## src/rtl/alu_muldiv_seq.sv

```systemverilog
// Iterative unsigned 32x32 multiply / 32/32 divide sequencer that borrows the
// shared ripple ALU for one add/subtract per clock while busy.
module alu_muldiv_seq #(
  parameter logic [2:0] ADD_OP = 3'b010,
  parameter logic [2:0] SUB_OP = 3'b110
) (
  input  logic        clk,
  input  logic        rst_n,
  input  logic        start,
  input  logic        op,
  input  logic [31:0] a_in,
  input  logic [31:0] b_in,
  output logic        busy,
  output logic        done,
  output logic [31:0] hi,
  output logic [31:0] lo,
  output logic        div_by_zero,
  output logic [31:0] alu_a,
  output logic [31:0] alu_b,
  output logic [2:0]  alu_op,
  input  logic [31:0] alu_r,
  input  logic        alu_c
);

  typedef enum logic [1:0] {
    S_IDLE = 2'd0,
    S_RUN  = 2'd1,
    S_DONE = 2'd2
  } state_t;

  state_t      state_q;
  logic        op_q;
  logic [31:0] opnd_q;
  logic [31:0] hi_q, lo_q;
  logic [31:0] hi_d, lo_d;
  logic [4:0]  cnt_q;
  logic        dbz_q;
  logic        busy_q;
  logic        done_q;
  logic [31:0] div_t;
  logic        div_q;

  assign busy        = busy_q;
  assign done        = done_q;
  assign hi          = hi_q;
  assign lo          = lo_q;
  assign div_by_zero = dbz_q;

  // ALU drive depends on registered state only; inputs never reach the ALU directly.
  always_comb begin
    alu_a  = 32'd0;
    alu_b  = 32'd0;
    alu_op = ADD_OP;
    hi_d   = hi_q;
    lo_d   = lo_q;
    div_t  = {hi_q[30:0], lo_q[31]};
    div_q  = hi_q[31] | alu_c;
    if (state_q == S_RUN) begin
      if (!op_q) begin
        alu_a = hi_q;
        alu_b = lo_q[0] ? opnd_q : 32'd0;
        hi_d  = {alu_c, alu_r[31:1]};
        lo_d  = {alu_r[0], lo_q[31:1]};
      end else begin
        // hi_q[31] set means the 33-bit partial remainder already exceeds any divisor
        alu_op = SUB_OP;
        alu_a  = div_t;
        alu_b  = opnd_q;
        hi_d   = div_q ? alu_r : div_t;
        lo_d   = {lo_q[30:0], div_q};
      end
    end
  end

  always_ff @(posedge clk or negedge rst_n) begin
    if (!rst_n) begin
      state_q <= S_IDLE;
      op_q    <= 1'b0;
      opnd_q  <= 32'd0;
      hi_q    <= 32'd0;
      lo_q    <= 32'd0;
      cnt_q   <= 5'd0;
      dbz_q   <= 1'b0;
      busy_q  <= 1'b0;
      done_q  <= 1'b0;
    end else begin
      case (state_q)
        S_IDLE: begin
          done_q <= 1'b0;
          if (start) begin
            op_q   <= op;
            opnd_q <= b_in;
            cnt_q  <= 5'd0;
            busy_q <= 1'b1;
            if (op && (b_in == 32'd0)) begin
              hi_q    <= a_in;
              lo_q    <= 32'hFFFF_FFFF;
              dbz_q   <= 1'b1;
              done_q  <= 1'b1;
              state_q <= S_DONE;
            end else begin
              hi_q    <= 32'd0;
              lo_q    <= a_in;
              dbz_q   <= 1'b0;
              state_q <= S_RUN;
            end
          end
        end
        S_RUN: begin
          hi_q  <= hi_d;
          lo_q  <= lo_d;
          cnt_q <= cnt_q + 5'd1;
          if (cnt_q == 5'd31) begin
            done_q  <= 1'b1;
            state_q <= S_DONE;
          end
        end
        S_DONE: begin
          done_q  <= 1'b0;
          busy_q  <= 1'b0;
          state_q <= S_IDLE;
        end
        default: begin
          done_q  <= 1'b0;
          busy_q  <= 1'b0;
          state_q <= S_IDLE;
        end
      endcase
    end
  end

endmodule
```

## config.mk

```make
export PLATFORM = sky130hd
export DESIGN_NAME = alu_muldiv_seq
export DESIGN_NICKNAME = d
export VERILOG_FILES = /design/src/rtl/alu_muldiv_seq.sv
export SDC_FILE = /design/constraint.sdc
export NUM_CORES = 1
export LEC_CHECK = 0
export CORE_MARGIN = 5
export CORE_UTILIZATION = 50
export DETAILED_ROUTE_END_ITERATION = 7
export GPL_TIMING_DRIVEN = 0
export HOLD_SLACK_MARGIN = 0.08
export PLACE_DENSITY_LB_ADDON = 0.25
export SLEW_MARGIN = 20
export SYNTH_ARGS = -nofsm -noshare
export SYNTH_HDL_FRONTEND = slang
export SYNTH_SLANG_ARGS = --single-unit
```

## constraint.sdc

```tcl
create_clock -name clk -period 2.3 [get_ports clk]
set_input_delay 0.345 -clock clk [delete_from_list [all_inputs] [get_ports clk]]
set_output_delay 0.345 -clock clk [all_outputs]
set_load 0.05 [all_outputs]
```

### Yosys cells after proc, flatten, opt, wreduce, memory -nomap -nowiden

Cells that the tools add are included.

| cells by class | value |
|---|---|
| equal/unequal tests | 4 |
| mux-type cells | 28 |
| bitwise operators | 2 |
| add/sub/neg operators | 1 |
| reduce and logical (&&, ||, !) cells | 8 |

Operators with widths:

| kind | number |
|---|---|
| $mux 32 | 12 |
| $pmux 32 s2 | 2 |
| $logic_not 32->1 | 1 |
| $pmux 5 s2 | 1 |
| $reduce_and 2->1 | 4 |
| $mux 2 | 3 |
| $mux 3 | 2 |
| $add 5x1->5 const B | 1 |
| $eq 5x5->1 const B | 1 |
| $mux 5 | 1 |
| $mux 1 | 4 |
| $pmux 1 s2 | 2 |
| $pmux 2 s2 | 1 |
| $eq 2x1->1 const B | 1 |
| $logic_not 2->1 | 1 |
| $ne 2x1->1 const B | 1 |
| $ne 2x2->1 const B | 1 |
| $reduce_bool 2->1 | 1 |
| $logic_and 1x1->1 | 1 |
| $not 1->1 | 1 |
| $or 1x1->1 | 1 |

| storage, ports and cells | value |
|---|---|
| flip-flop bits (word level) | 107 |
| logic and storage cells | 52 |
| bits of input ports | 101 |

### Depth between registers and ports, before layout

| depth | value |
|---|---|
| depth after elaboration | 5 |
| gate-level depth with buffers | 6 |

### Worst setup path before layout

OpenSTA, ideal clock, no wires.

| path | value |
|---|---|
| path kind | reg2out |
| start | register op_q |
| end | output alu_a[10] |
| setup slack | 138 ps |
| buffers on the path | 4 |
| arrival time | 1,817 ps |
| stages on the path, launching flop included | 7 |
| data required time | 1,955 ps |
| cells stage by stage | dfrtp_1 buf_2 buf_4 buf_4 buf_4 mux2i_1 nor2_1 |

| between the ends | value |
|---|---|
| word-level cells in the longest chain between the ends | 2 |

RTL lines:

| what | line | RTL |
|---|---|---|
| start: declaration | 32 | `logic op_q;` |
| start signal: assignment | 91 | `op_q <= op;` |
| $mux 32 | 59 | `if (!op_q) begin` |
| $mux 32 | 58 | `if (state_q == S_RUN) begin` |
| end: declaration | 18 | `output logic [31:0] alu_a,` |

Every way passes these cells.

### Worst setup path in the final report

| path | value |
|---|---|
| start | register state_q[1] |
| end | output alu_a[19] |

| between the ends | value |
|---|---|
| word-level cells in the longest chain between the ends | 2 |

RTL lines:

| what | line | RTL |
|---|---|---|
| start: declaration | 31 | `state_t state_q;` |
| start signal: assignment | 77 | `state_q <= S_IDLE;` |
| start signal: assignment | 100 | `state_q <= S_DONE;` |
| start signal: assignment | 105 | `state_q <= S_RUN;` |
| $eq 2x1->1 | 58 |  |
| $mux 32 | 58 |  |

Every way passes these cells.

==> reports/results.ini <==
[run_status]
status=complete, no violations

[clock_network]
root_buffer=clkbuf_16
clkTransAtPathRegs_ns=0.07
insertion_delay_ns=0.35
tritoncts=yes
cts_buffers=9
clock_path_buffers=2
cts_setup_buffers=0
ctsHtreeMaxLevel=3
cts_sinks=107

[yosys]
synth_top_flop_cell=dfrtp_1
ys_ff_latch=107
synth-edff-count=0
ys_seq_area_share_pct=38.1
synth_top_cell_by_area=dfrtp_1
syn_area_sq_um=7030
yosys_warnings=0
synthTopCellsByArea=dfrtp_1 38%, mux2i_1 8.8%, mux2_4 5.6%
syn_nets=847
avgSynthCellArea_sq_um=9.45
yosysTopAreaCellShare_pct=38.1
synth_cell_types=47
synthCells=744
ys_async_sr_fraction_pct=100

[global_routing]
grt_max_degree=63
grt_overflow=0
top_usage_layer=met2
grt_use_met2_pct=45.7
globalRouteTotalUtil_pct=28.0
antenna_found_initial=0
grt_pass1_vias=6881
grt_first_pass_wirelength_microns=37000
grtUsageMet3_pct=6.81
grt_use_met1_pct=36.4

[setup_path]
path_buf_inv=4
critical_path.most_common_cell=buf_4
crit_cells=6
worst-path-max-fanout=10
reg2reg_to=hi[12]
critPathSlowestCell=dfrtp_2
slowest_delay_ns=0.46
cp_cell_sequence=nand2b_1 -> buf_2 -> buf_4 -> buf_4 -> nor2_1 -> buf_6
rrSetupSlack_ns=0.50
cp-start-kind=flip-flop
endpoint_kind=primary output
worstSetupPathType=reg2out
crit_family=buffers and inverters
worstReg2RegStart=state_q[0]
arrival_ns=1.91
required_ns=1.96
rr_worst_depth=6

[min_path]
hold_class=in2async

[job]
max_cap_violations=0

[floorplanning]
ios=235
rows=43
dieArea_sq_um=16500
die_h_microns=129
coreArea_sq_um=13800
initial_core_util_pct=50.9
die_w_microns=129

[placement]
dp_hpwl_microns=17700
io_buffer_count=232
gp_congestion=0.912
post_dp_cell_area_sq_um=9610

[sta]
drv_slew=0
layout_worst_path_cycle_share_pct=98.1
finalSetupViolCount=0
max_freq_ghz=0.443
hold_violations=0
skew_ns=0.00713
relSlewSlack_pct=58.9
rsz0062_at_grt=false
fin_hold_ws_ns=0.492
finalCriticalPeriod_ns=2.26
worst_slew_pin_slew_ns=0.612

[route]
first_pass_iters=5
drtIter0Drc=612
drc=0
antenna_left=0
vias=6948
routedWlPerCell_microns=20.0
wl_microns=23400
routed_via_density=5.92

[finish]
final_cell_area_sq_um=9880
nets=1091
area_growth_pct=40.4
drive_gt1_share_pct=19.2
nFillCells=1123
n_antenna_cell=0
ff_latch_area_sq_um=2680
multi_input_area_sq_um=3890

how the worst max path moves through the flow:
stage,startpoint,to,slack (ns)
3_5_place_dp,op_q,alu_b[22],-0.60
5_1_grt,state_q[1],alu_a[19],0.0005
6_report,state_q[1],alu_a[19],0.04
3_3_place_gp,rst_n,opnd_q[2],-3.35
4_1_cts,state_q[1],alu_b[19],-0.0006
2_1_floorplan,op_q,alu_a[10],0.14
cells by family after synthesis:
kind of cell    after synthesis  share of synthesized area (%)
other cells                   2                          0.107
buf+inv                      79                           6.76
flops                       107                           38.1
compound gates              205                           21.9
fa+ha+maj                     2                          0.356
xor+xnor                      1                          0.125
mux                          96                           15.7
simple gates                252                           17.0
cell usage after synthesis, types with 2 or more instances:
cell type  instances
buf_6             10
nand2_1           68
mux2_2             8
buf_2             32
buf_1              3
o21ai_0            9
nand2b_1           2
o21a_1            30
nor3_1             2
a22o_1             3
a31oi_1           31
a211oi_1          31
mux2i_1           62
conb_1             2
inv_1              4
nor4_1             6
mux2_4            26
buf_4             17
nor2b_1           29
nand3_1            2
clkbuf_1          13
and2_1            32
nor2_1           100
and4_1             2
o2111ai_1         31
o22ai_1           32
dfrtp_1          107
ha_1               2
o31a_1            30
flip-flops by register name, summed over array words and instances, names as in the netlist:
| register | cells |
|---|---|
| state_q | 2 |
| busy | 1 |
| div_by_zero | 1 |
| op_q | 1 |
| cnt_q | 5 |
| done | 1 |
| hi | 32 |
| opnd_q | 32 |
| lo | 32 |
metal layers:
metal | share of wire [%] | vias up
met5 | 0 | -
met3 | 10 | 41
met2 | 47 | 357
met1 | 40 | 3344
li1 | - | 3206
met4 | 2.7 | 0
metrics by stage:
stage	util [%]	std cells	setup TNS [ns]	setup WS, ns
final	71.4	1173	0	0.0442
after floorplan	-	744	0	0.138
after detailed placement	69.5	1157	-27.80	-0.598
after global routing	71.4	1173	0	0.000522
after global placement	69.3	1156	-384.39	-3.35
after CTS	70.9	1173	-0.000643	-0.000643
cell usage in the layout (no fill, tap or decap), drive strengths merged, types with 3 or more instances in the layout:
| master | instances |
|---|---|
| a211oi | 31 |
| a22o | 3 |
| a31oi | 31 |
| and2 | 32 |
| buf | 115 |
| clkbuf | 32 |
| clkdlybuf4s15 | 4 |
| clkdlybuf4s50 | 166 |
| dfrtp | 107 |
| inv | 6 |
| mux2 | 34 |
| mux2i | 62 |
| nand2 | 69 |
| nor2 | 102 |
| nor2b | 30 |
| nor4 | 6 |
| o2111ai | 31 |
| o21a | 30 |
| o21ai | 9 |
| o22ai | 33 |
| o31a | 30 |
repair_timing:
item	4_1_cts	5_1_grt
hold buffers	1	0
endpoints found under the setup margin	65	63
hold endpoints to repair	45	0
resized for setup	381	31
pin swaps	0	1
area by class of cell:
cell class / instances / share of cell area, %
multi-input cells: 558 / 39.4
flip-flops and latches: 107 / 27.1
repair buffers: 234 / 22.5
plain buffers: 74 / 5.27
clock buffers: 11 / 2.46
well taps: 180 / 2.28
clock inverters: 5 / 0.836
inverters: 4 / 0.152
Power is left out: the tool's default activity adds up to more than one toggle a clock period on the data nets, which glitch-free logic cannot reach.
